--- config.mk ---
export PLATFORM = sky130hd
export DESIGN_NAME = iir_inverse_fir
export DESIGN_NICKNAME = d
export VERILOG_FILES = /design/src/rtl/iir_pkg.sv /design/src/rtl/iir_inverse_fir_signed_mult.sv /design/src/rtl/iir_inverse_fir.sv
export SDC_FILE = /design/constraint.sdc
export NUM_CORES = 1
export LEC_CHECK = 0
export ABC_AREA = 1
export CORE_UTILIZATION = 51
export CTS_CLUSTER_SIZE = 10
export DETAILED_ROUTE_END_ITERATION = 16
export HOLD_SLACK_MARGIN = 0.06
export PLACE_DENSITY = 0.79
export SYNTH_ARGS = -nofsm -noshare
export SYNTH_HDL_FRONTEND = slang
export SYNTH_SLANG_ARGS = --single-unit
--- constraint.sdc ---
create_clock -name clk -period 3.6 [get_ports clk]
set_input_delay 0.72 -clock clk [delete_from_list [all_inputs] [get_ports clk]]
set_output_delay 0.72 -clock clk [all_outputs]
set_load 0.01 [all_outputs]
--- src/rtl/iir_pkg.sv ---
// rtl/iir_pkg.sv - shared types and constants for the inverse IIR (all-zero) filter
// Purpose: FSM state encoding and sizing constants shared by the filter files.
// Ports: none (package).
package iir_pkg;

    localparam int IIR_DATA_W = 4;
    localparam int MAX_ORDER  = 8;

    typedef enum logic [1:0] {
        IDLE = 2'd0,
        MAC  = 2'd1,
        OUT  = 2'd2
    } iir_state_e;

endpackage

--- src/rtl/iir_inverse_fir_signed_mult.sv ---
// rtl/iir_inverse_fir_signed_mult.sv - combinational Baugh-Wooley signed multiplier
// Purpose: full-precision W x W two's complement product.
// Ports:
//   a  in  W    signed multiplicand
//   b  in  W    signed multiplier
//   p  out 2*W  signed product
module signed_mult #(
    parameter int W = 4
) (
    input  logic [W-1:0]   a,
    input  logic [W-1:0]   b,
    output logic [2*W-1:0] p
);

    // Modified Baugh-Wooley: partial products that pair exactly one sign bit
    // are inverted, and the correction constant 2^W + 2^(2W-1) is added.
    always_comb begin
        logic pp;
        p  = '0;
        pp = 1'b0;
        for (int i = 0; i < W; i++) begin
            for (int j = 0; j < W; j++) begin
                pp = a[j] & b[i];
                if ((i == W - 1) != (j == W - 1)) begin
                    pp = ~pp;
                end
                p = p + ((2*W)'(pp) << (i + j));
            end
        end
        p = p + ((2*W)'(1) << W) + ((2*W)'(1) << (2*W - 1));
    end

endmodule

--- src/rtl/iir_inverse_fir.sv ---
// rtl/iir_inverse_fir.sv - inverse (all-zero) filter undoing the recursive IIR stage
// Purpose: x[n] = y[n] - sum_{k=1..ORDER} a_k*y[n-k], mod 2^DATA_W, one tap per cycle
//          through a single shared multiplier.
// Ports:
//   clk        in   1       rising-edge clock
//   rst        in   1       async active-high reset
//   coef_we    in   1       coefficient write strobe (honoured in IDLE only)
//   coef_addr  in   AW      tap index: 0 -> a_1 ... ORDER-1 -> a_ORDER
//   coef_data  in   DATA_W  coefficient value
//   in_valid   in   1       y sample present
//   in_ready   out  1       block can accept a sample
//   in_data    in   DATA_W  y[n]
//   out_valid  out  1       recovered x[n] present
//   out_ready  in   1       sink accepts x[n]
//   out_data   out  DATA_W  x[n]
module iir_inverse_fir
    import iir_pkg::*;
#(
    parameter int DATA_W = IIR_DATA_W,
    parameter int ORDER  = 2,
    parameter int AW     = (ORDER > 1) ? $clog2(ORDER) : 1
) (
    input  logic              clk,
    input  logic              rst,
    input  logic              coef_we,
    input  logic [AW-1:0]     coef_addr,
    input  logic [DATA_W-1:0] coef_data,
    input  logic              in_valid,
    output logic              in_ready,
    input  logic [DATA_W-1:0] in_data,
    output logic              out_valid,
    input  logic              out_ready,
    output logic [DATA_W-1:0] out_data
);

    localparam int KW = 4;
    localparam logic [1:0] ST_IDLE = 2'(IDLE);
    localparam logic [1:0] ST_MAC  = 2'(MAC);
    localparam logic [1:0] ST_OUT  = 2'(OUT);

    logic [1:0]          state;
    logic [KW-1:0]       k;
    logic [DATA_W-1:0]   acc;
    logic [DATA_W-1:0]   smp;
    logic [DATA_W-1:0]   hist [1:ORDER];
    logic [DATA_W-1:0]   coef [0:ORDER-1];

    logic [DATA_W-1:0]   coef_sel;
    logic [DATA_W-1:0]   hist_sel;
    logic [2*DATA_W-1:0] prod;
    logic [DATA_W-1:0]   acc_next;
    logic                prod_hi_unused;

    assign in_ready = (state == ST_IDLE);

    // Tap mux feeding the shared multiplier: tap k pairs a_k with y[n-k].
    always_comb begin
        coef_sel = '0;
        hist_sel = '0;
        for (int i = 1; i <= ORDER; i++) begin
            if (k == KW'(i)) begin
                coef_sel = coef[i-1];
                hist_sel = hist[i];
            end
        end
    end

    signed_mult #(
        .W (DATA_W)
    ) u_mult (
        .a (coef_sel),
        .b (hist_sel),
        .p (prod)
    );

    // Only the low half of the product matters: it is the same for signed
    // and unsigned interpretation, and matches the IIR stage's truncation.
    assign acc_next       = acc - prod[DATA_W-1:0];
    assign prod_hi_unused = ^prod[2*DATA_W-1:DATA_W];

    always_ff @(posedge clk or posedge rst) begin
        if (rst) begin
            state     <= ST_IDLE;
            k         <= '0;
            acc       <= '0;
            smp       <= '0;
            out_valid <= 1'b0;
            out_data  <= '0;
            for (int i = 1; i <= ORDER; i++) begin
                hist[i] <= '0;
            end
            for (int i = 0; i < ORDER; i++) begin
                coef[i] <= '0;
            end
        end else begin
            // Writes land before the first MAC cycle, so a write in the same
            // cycle as an accept already applies to that sample.
            if (state == ST_IDLE && coef_we) begin
                for (int i = 0; i < ORDER; i++) begin
                    if (coef_addr == AW'(i)) begin
                        coef[i] <= coef_data;
                    end
                end
            end

            case (state)
                ST_IDLE: begin
                    if (in_valid) begin
                        smp   <= in_data;
                        acc   <= in_data;
                        k     <= KW'(1);
                        state <= ST_MAC;
                    end
                end
                ST_MAC: begin
                    acc <= acc_next;
                    if (k == KW'(ORDER)) begin
                        out_data  <= acc_next;
                        out_valid <= 1'b1;
                        hist[1]   <= smp;
                        for (int i = 2; i <= ORDER; i++) begin
                            hist[i] <= hist[i-1];
                        end
                        state <= ST_OUT;
                    end else begin
                        k <= k + KW'(1);
                    end
                end
                ST_OUT: begin
                    if (out_ready) begin
                        out_valid <= 1'b0;
                        state     <= ST_IDLE;
                    end
                end
                default: begin
                    state <= ST_IDLE;
                end
            endcase
        end
    end

endmodule

Word level (Yosys, flattened, before mapping). Cells that the tools add are included.

Add/sub/neg operators: 19. Multiplexer cells: 16. Eq/ne operators: 8. Reductions and logical operators: 12. Bitwise logic cells: 13.

Operator list (number): $add 4x1->4 const B (9); $mux 4 (7); $add 4x4->4 (4); $pmux 4 s2 (2); $and 1x1->1 (10); $reduce_and 2->1 (5); $reduce_and 3->1 (3); $add 4x3->4 (2); $ne 2x2->1 const B (4); $mux 2 (3); $pmux 2 s3 (1); $add 3x3->4 (1); $add 4x2->4 (1); $eq 4x1->1 const B (1); $eq 4x2->1 const B (1); $reduce_bool 2->1 (2); $sub 4x4->4 (1); $add 1x2->3 (1); $not 1->1 (3); $eq 2x1->1 const B (1); $eq 2x2->1 const B (1); $logic_not 2->1 (1); $mux 1 (2); $pmux 1 s2 (1); $logic_and 1x1->1 (1).

Output and inout port bits: 6. Word-level logic and storage cells: 78. Input port bits: 14. Register bits after elaboration: 35.

Logic depth before layout (Yosys ltp). Gate-level depths: netlist of the first run.

Depth after elaboration: 23. Gate-level depth with buffers: 25. Gate-level depth less buffers: 25.

By module. From an unflattened synthesis of the first run, not the netlist that was laid out.

Cell total of the unflattened synthesis: 259. Area total of the unflattened synthesis: 2139.6 µm².

By module, submodules not included: iir_inverse_fir (times used 1, area each 1721.7 µm², cells each 197, sequential area each 875.8 µm²); signed_mult (times used 1, area each 417.9 µm², cells each 62, sequential area each 0.0 µm²).

Worst setup path before layout of the first run. OpenSTA, ideal clock, no wires.

Path type: register to register. From: register k[0]. To: register acc[3]. Path buffers: 1. Slack: 0.000 ns. Library setup time: 0.117 ns. Data required time: 3.483 ns. Cell stages (with the launch flop): 23. Arrival time: 3.483 ns. Period minus slack after synthesis: 3.600 ns. Cell sequence: dfrtp_1 inv_1 ha_1 buf_2 nand3_1 nand2_2 and2_1 ha_1 fa_1 ha_1 ha_1 inv_1 ha_1 a21oi_1 nand2_1 inv_1 nand2_1 nand2_2 nor2_1 nor2_2 nand2_1 nand3_1 nand2_1.

Longest elaborated chain between the ends: 23. Elaborated cells between the ends (all ways): 37. Those cells by class: 18 x add/sub; 2 x eq/ne; 5 x mux; 12 x bitwise.

RTL lines: start: declaration (line iir_inverse_fir.sv:42) `logic [KW-1:0] k;`; start signal: assignment (line iir_inverse_fir.sv:126) `k <= k + KW'(1);`; $eq 4x1->1 (line iir_inverse_fir.sv:61) `if (k == KW'(i)) begin`; $mux 4 (2 in a row) (line iir_inverse_fir.sv:61); $and 1x1->1 (line iir_inverse_fir_signed_mult.sv:23) `pp = a[j] & b[i];`; $add 1x2->3 (line iir_inverse_fir_signed_mult.sv:27) `p = p + ((2*W)'(pp) << (i + j));`; $add 3x3->4 (line iir_inverse_fir_signed_mult.sv:27); $add 4x4->4 (line iir_inverse_fir_signed_mult.sv:27); $add 4x2->4 (line iir_inverse_fir_signed_mult.sv:27); $add 4x3->4 (line iir_inverse_fir_signed_mult.sv:27); (+2 left out); $add 4x3->4 (line iir_inverse_fir_signed_mult.sv:27); $add 4x4->4 (line iir_inverse_fir_signed_mult.sv:27); $add 4x1->4 (2 in a row) (line iir_inverse_fir_signed_mult.sv:27); $add 4x4->4 * (line iir_inverse_fir_signed_mult.sv:27); $add 4x1->4 * (3 in a row) (line iir_inverse_fir_signed_mult.sv:27); $add 4x1->4 * (2 in a row) (line iir_inverse_fir_signed_mult.sv:30) `p = p + ((2*W)'(1) << W) + ((2*W)'(1) << (2*W - 1));`; $sub 4x4->4 * (line iir_inverse_fir.sv:78) `assign acc_next = acc - prod[DATA_W-1:0];`; $pmux 4 s2 * (line iir_inverse_fir.sv:106) `case (state)`; end signal: assignment (line iir_inverse_fir.sv:110) `acc <= in_data;`; end signal: assignment (line iir_inverse_fir.sv:116) `acc <= acc_next;`; end: declaration (line iir_inverse_fir.sv:43) `logic [DATA_W-1:0] acc;`.

Every way passes the cells marked *; elsewhere a longest branch is shown, timed or not. A chain may end at the register's enable or synchronous reset.

Final worst setup path of the first run. Ends and elaborated chain as after synthesis.

==> flow_summary_export.csv, run 1 <==
group,metric,value,unit
run_status,status,"finished, violations left",
run_status,violations,"negative setup slack",
global_route,grt_start_max_net_pins,36,
drt,drt-initial-drc-count,129,
floorplan,initial_utilization,0.550,
cells_and_area,utilization,0.735,
global_route,grt_util_all_layers,0.229,
floorplan,die-width,65.8,um
yosys,synthFlopType,"dfrtp_1",
placement,hpwl,3190,um
worst_setup_path,crit_path_max_fanout,5,
yosys,syn-instance-count,260,
yosys,ys_warn_count,0,
floorplan,num_rows,22,
drt,antenna_left,0,
worst_setup_path,cpMostUsedCell,"ha_4",
global_route,grt_pass1_wl,7420,um
cells_and_area,syn2layout_area_growth,33.5,%
clock_tree,path_clk_slew,0.07,ns
clock_tree,clockBufferDepth,2,
global_route,antenna_found_initial,0,
floorplan,fp.dieH,65.8,um
cells_and_area,layout-drive-gt1-share,0.254,
placement,port_buffers,19,
yosys,async_reset_ff_frac,1.00,
yosys,synth_cell_types,24,
yosys,synth_fp_nets,292,
yosys,yosysMostFrequentCell,"nand2_1",
drt,vias,1845,
worst_setup_path,crit_type,"register to register",
sta,fmax,0.274,GHz
drt,finalWirelength,5010,um
yosys,synth_edf_count,0,
floorplan,pin_count,20,
floorplan,core,0.00377,mm^2
cells_and_area,fin_cells,355,
yosys,yosys.area.top_type,"dfrtp_1",
global_route,overflow,0,
sta,setup_viol,2,
drt,wl_per_cell,14.1,um
sta,post-route-min-period,3.64,ns
sta,max_slew.worst_pin.slew,0.463,ns
yosys,synth_top_cells_by_count,"78 x nand2_1, 41 x inv_1, 35 x dfrtp_1",
worst_setup_path,cp_slowest_stage_delay,0.60,ns
worst_setup_path,crit_chain,"inv_2 -> ha_4 -> buf_6 -> nor2_2 -> nand3_1 -> nand2_2 -> nand2_1 -> inv_2 -> ha_4 -> fa_1 -> ha_4 -> ha_4 -> inv_2 -> ha_4 -> a21oi_2 -> nand2_2 -> inv_1 -> nand2_1 -> nand2_2 -> nor2_1 -> nor2_2 -> nand2_1 -> nand3_1 -> nand2_1",
drt,first_pass_iters,4,
placement,dp.cells,338,
sta,max-slew-margin-rel,0.691,
sta,finalHoldViolations,0,
yosys,postSynthRegisterBits,35,
sta,setup_slack,-0.0443,ns
hold_path,hold_path_class,"register to register",
cells_and_area,diodes,0,
clock_tree,cts_root_buffer,"clkbuf_8",
clock_tree,holdBufCountCts,0,
worst_setup_path,start_kind,"register",
worst_setup_path,crit_slowest_cell,"fa_1",
cells_and_area,fin_nets,339,
worst_setup_path,worstPathRequired,3.79,ns
clock_tree,clock-sinks,35,
worst_setup_path,cp.arrival,3.83,ns
yosys,synth_area_leaders,"dfrtp_1 42%, nand2_1 14%, ha_1 8.4%",
global_route,grt_pass1_vias,1706,
sta,fin_crit_sh,1.01,
sta,fin_worst_skew,0.00465,ns
clock_tree,cts_tree,"done",
yosys,synth.avg_cell_area,7.98,um^2
job,max_cap_viol_count,0,
sta,slew_viol_final,0,
drt,viasPerCell,5.20,
yosys,syn_area,0.00207,mm^2
clock_tree,clkLatencyLatePin,0.29,ns
worst_setup_path,end_kind,"register",
placement,place_congestion,0.858,
drt,drc,0,
yosys,synth_top_area_frac,0.422,
clock_tree,cts_made_buffers,5,
yosys,seq_area_frac_synth,0.422,
clock_tree,htree_num_levels,2,
floorplan,die_area,0.00433,mm^2
-- worst max-delay path, delay by kind of cell (launching register included) --
kind | cells | cell delay [ns]
and+or+nand+nor | 12 | 0.98
DFF | 1 | 0.43
buffers and inverters | 5 | 0.39
adders and majority gates | 6 | 1.63
AOI/OAI and AO/OA | 1 | 0.14
-- cells in the final DEF (no fill, tap or decap), drive strengths merged --
cell type / n
clkdlybuf4s50: 19
nand3b: 1
o21ai: 23
xor2: 4
a21oi: 2
buf: 25
nor2: 13
nand2: 83
clkbuf: 6
inv: 42
nand3: 24
ha: 14
and2: 1
clkinv: 1
dfrtp: 35
fa: 4
o21a: 1
xnor2: 1
nand4: 6
or2: 1
o211ai: 1
-- metal layers --
metal / vias up / wire length, um / GRT usage
met3: 4 / 166 / 0.0586
li1: 909 / - / -
met2: 35 / 2600 / 0.370
met4: 0 / 40 / 0.0652
met5: - / 0 / 0
met1: 897 / 2210 / 0.303
-- flip-flops by register name, summed over array words and instances, names as in the netlist --
register and cells:
out_valid 1, smp 4, state 2, coef 8, out_data 4, k 4
hist 8, acc 4
-- stage by stage --
step / TNS (ns) / area, um^2 / hold slack [ns] / setup WS (ns)
floorplan: 0 / 2080 / 0.443 / 0.00855
global placement: 0 / 2410 / 0.455 / 0.00161
detailed placement: -0.259 / 2410 / 0.463 / -0.134
CTS: 0 / 2520 / 0.483 / 0.00385
global route: -0.477 / 2770 / 0.501 / -0.239
finish: -0.0864 / 2770 / 0.481 / -0.0443
-- kinds of logic after synthesis --
family	after synthesis	synth area share
buffers and inverters	46	0.0887
and+or+nand+nor	129	0.277
DFF	35	0.422
xor gates and xnor gates	5	0.0211
adders and majority gates	18	0.123
AOI/OAI and AO/OA	27	0.0676
-- area by class of cell --
class | count | area [um^2]
inverter | 42 | 160
clock buffer | 6 | 82.6
sequential | 35 | 876
tap | 48 | 60.1
multi-input combinational | 179 | 1180
fill | 259 | 1000
timing repair buffer | 44 | 405
clock inverter | 1 | 5.00
-- worst paths after layout --
path	startpoint	end	slack [ns]	cells past startpoint
max in group asynchronous	rst	hist[1]	2.47	3
hold / removal	out_data[0]	out_data[0]	0.48	2
setup reg to reg	k[0]	acc[3]	-0.04	24
min in group asynchronous	rst	hist[2]	0.83	3
setup / recovery	k[0]	acc[3]	-0.04	24
hold reg to reg	out_data[0]	out_data[0]	0.48	2
-- what timing repair did --
action | CTS | global route
buffers inserted | 0 | 10
resized for setup | 5 | 37
setup endpoints to repair | 2 | 6
pin swaps | 1 | 28
Power of run 1 is left out: the tool's default activity adds up to more than one toggle a clock period on the data nets, which glitch-free logic cannot reach.
==> run 2: changes to the inputs <==
--- a/config.mk
+++ b/config.mk
@@ -6,6 +6,7 @@
 export NUM_CORES = 1
 export LEC_CHECK = 0
 export ABC_AREA = 1
+export CORE_ASPECT_RATIO = 0.75
 export CORE_UTILIZATION = 51
 export CTS_CLUSTER_SIZE = 10
 export DETAILED_ROUTE_END_ITERATION = 16
==> flow_summary_export.csv, run 2 (synthesis results as in run 1) <==
group,metric,value,unit
run_status,status,"finished, violations left",
run_status,violations,"negative setup slack",
cells_and_area,ff_latch_area,877,um^2
cells_and_area,fin_cells,365,
cells_and_area,layout-drive-gt1-share,0.291,
cells_and_area,fillers,261,
sta,fin_setup_tns,-0.0204,ns
drt,first_pass_iters,4,
worst_setup_path,crit_slowest_cell,"fa_1",
cells_and_area,fin_nets,345,
global_route,antenna_found_initial,0,
clock_tree,cts_made_buffers,5,
clock_tree,clockBufferDepth,2,
sta,grt_setup_unrepaired,"true",
clock_tree,clkLatencyLatePin,0.28,ns
worst_setup_path,worst-r2r-setup-slack,-0.02,ns
cells_and_area,syn2layout_area_growth,36.4,%
worst_setup_path,cp_slowest_stage_delay,0.45,ns
drt,wl_per_cell,14.1,um
worst_setup_path,crit_chain,"nor2_4 -> buf_12 -> buf_8 -> nand4_1 -> nand2_1 -> and2_4 -> ha_4 -> fa_1 -> ha_1 -> ha_1 -> inv_2 -> ha_4 -> a21oi_2 -> nand2_2 -> inv_2 -> nand2_2 -> nand2_2 -> nand2_2 -> nand2_1 -> nand2_1 -> nand3_2 -> nand2_2",
clock_tree,cts_root_buffer,"clkbuf_8",
global_route,grt_pass1_vias,1633,
sta,fin_worst_skew,0.00512,ns
hold_path,holdPathStages,2,
sta,whs,0.476,ns
worst_setup_path,worstPathRequired,3.78,ns
sta,max-slew-margin-rel,0.606,
floorplan,fp.dieH,57.2,um
placement,hpwl,3270,um
worst_setup_path,cp.arrival,3.80,ns
worst_setup_path,end_kind,"register",
cells_and_area,utilization,0.748,
sta,fin_crit_sh,1.01,
floorplan,core,0.00378,mm^2
clock_tree,htree_num_levels,2,
global_route,grt_util_all_layers,0.229,
drt,vias,1874,
floorplan,pin_count,20,
worst_setup_path,r2r_cells,22,
placement,port_buffers,19,
drt,finalWirelength,5160,um
sta,setup_viol,1,
floorplan,die_area,0.00433,mm^2
sta,max_slew.worst_pin.slew,0.590,ns
cells_and_area,reg.largest.list,"coef: 8 flops, hist: 8 flops",
clock_tree,cts_tree,"done",
cells_and_area,multi_input_area,0.00118,mm^2
worst_setup_path,crit_path_max_fanout,8,
placement,place_congestion,0.828,
clock_tree,path_clk_slew,0.07,ns
cells_and_area,diodes,0,
worst_setup_path,cpMostUsedCell,"nand2_2",
sta,slew_viol_final,0,
sta,fmax,0.276,GHz
clock_tree,holdBufCountCts,0,
sta,finalHoldViolations,0,
job,max_cap_viol_count,0,
drt,viasPerCell,5.13,
floorplan,die-width,75.6,um
global_route,grt_pass1_wl,7380,um
worst_setup_path,crit_type,"register to register",
cells_and_area,layout_common_cells,"68 x nand2_1, 34 x dfrtp_1, 29 x inv_1",
sta,setup_slack,-0.0204,ns
floorplan,num_rows,19,
global_route,grt_start_max_net_pins,19,
drt,drc,0,
drt,antenna_left,0,
placement,dp.cells,341,
worst_setup_path,start_kind,"register",
cells_and_area,layout_commonest_cell,"nand2_1",
floorplan,initial_utilization,0.549,
drt,drt-initial-drc-count,157,
global_route,overflow,0,
sta,post-route-min-period,3.62,ns
hold_path,hold_path_class,"register to register",
clock_tree,clock-sinks,35,
[run 2: changes by cell type in the layout (fill, tap and decap cells not counted), sizes merged]
| cell | previous run | this run |
|---|---|---|
| clkinv | 1 | 2 |
| buf | 25 | 31 |
| clkbuf | 6 | 5 |
[run 2: layer usage]
| metal | vias up | GRT usage | share of wire |
|---|---|---|---|
| met1 | 899 | 0.346 | 0.47 |
| met4 | 0 | 0.0397 | 0.012 |
| met2 | 49 | 0.342 | 0.47 |
| met5 | - | 0 | 0 |
| met3 | 8 | 0.0530 | 0.050 |
| li1 | 918 | - | - |
[run 2: stage by stage]
step,worst slack (ns),instance area [um^2]
after detailed placement,-0.0988,2420
after global routing,-0.201,2830
after global placement,-0.0171,2420
after floorplan,0.00855,2080
after CTS,0.000754,2560
final,-0.0204,2830
[run 2: what timing repair did]
action / 4_1_cts / 5_1_grt
endpoints found under the setup margin: 2 / 6
setup buffers: 3 / 14
resized for setup: 7 / 48
gates cloned: 0 / 0
pin swaps: 1 / 28
[run 2: worst max-delay path: cells and delay by family, from the launching register on]
| family | cells | cell delay, ns |
|---|---|---|
| adder cells (fa/ha/maj) | 5 | 1.44 |
| buffers and inverters | 4 | 0.39 |
| flip-flops | 1 | 0.44 |
| AO/OA/AOI/OAI | 1 | 0.15 |
| AND/OR/NAND/NOR | 12 | 1.08 |
[run 2: worst paths after layout]
kind	endpoint	from
worst max-delay path	acc[3]	k[2]
worst min-delay path	out_data[2]	out_data[2]
worst max register to register	acc[3]	k[2]
worst min register to register	out_data[2]	out_data[2]
max in group asynchronous	acc[3]	rst
min in group asynchronous	hist[6]	rst
[run 2: layout make-up]
type	instances	area share
inverters	42	0.0575
flip-flops and latches	35	0.310
repair buffers	50	0.162
well taps	52	0.0230
multi-input cells	179	0.418
clock inverters	2	0.00487
clock buffers	5	0.0243
Power of run 2 is left out for the same reason.
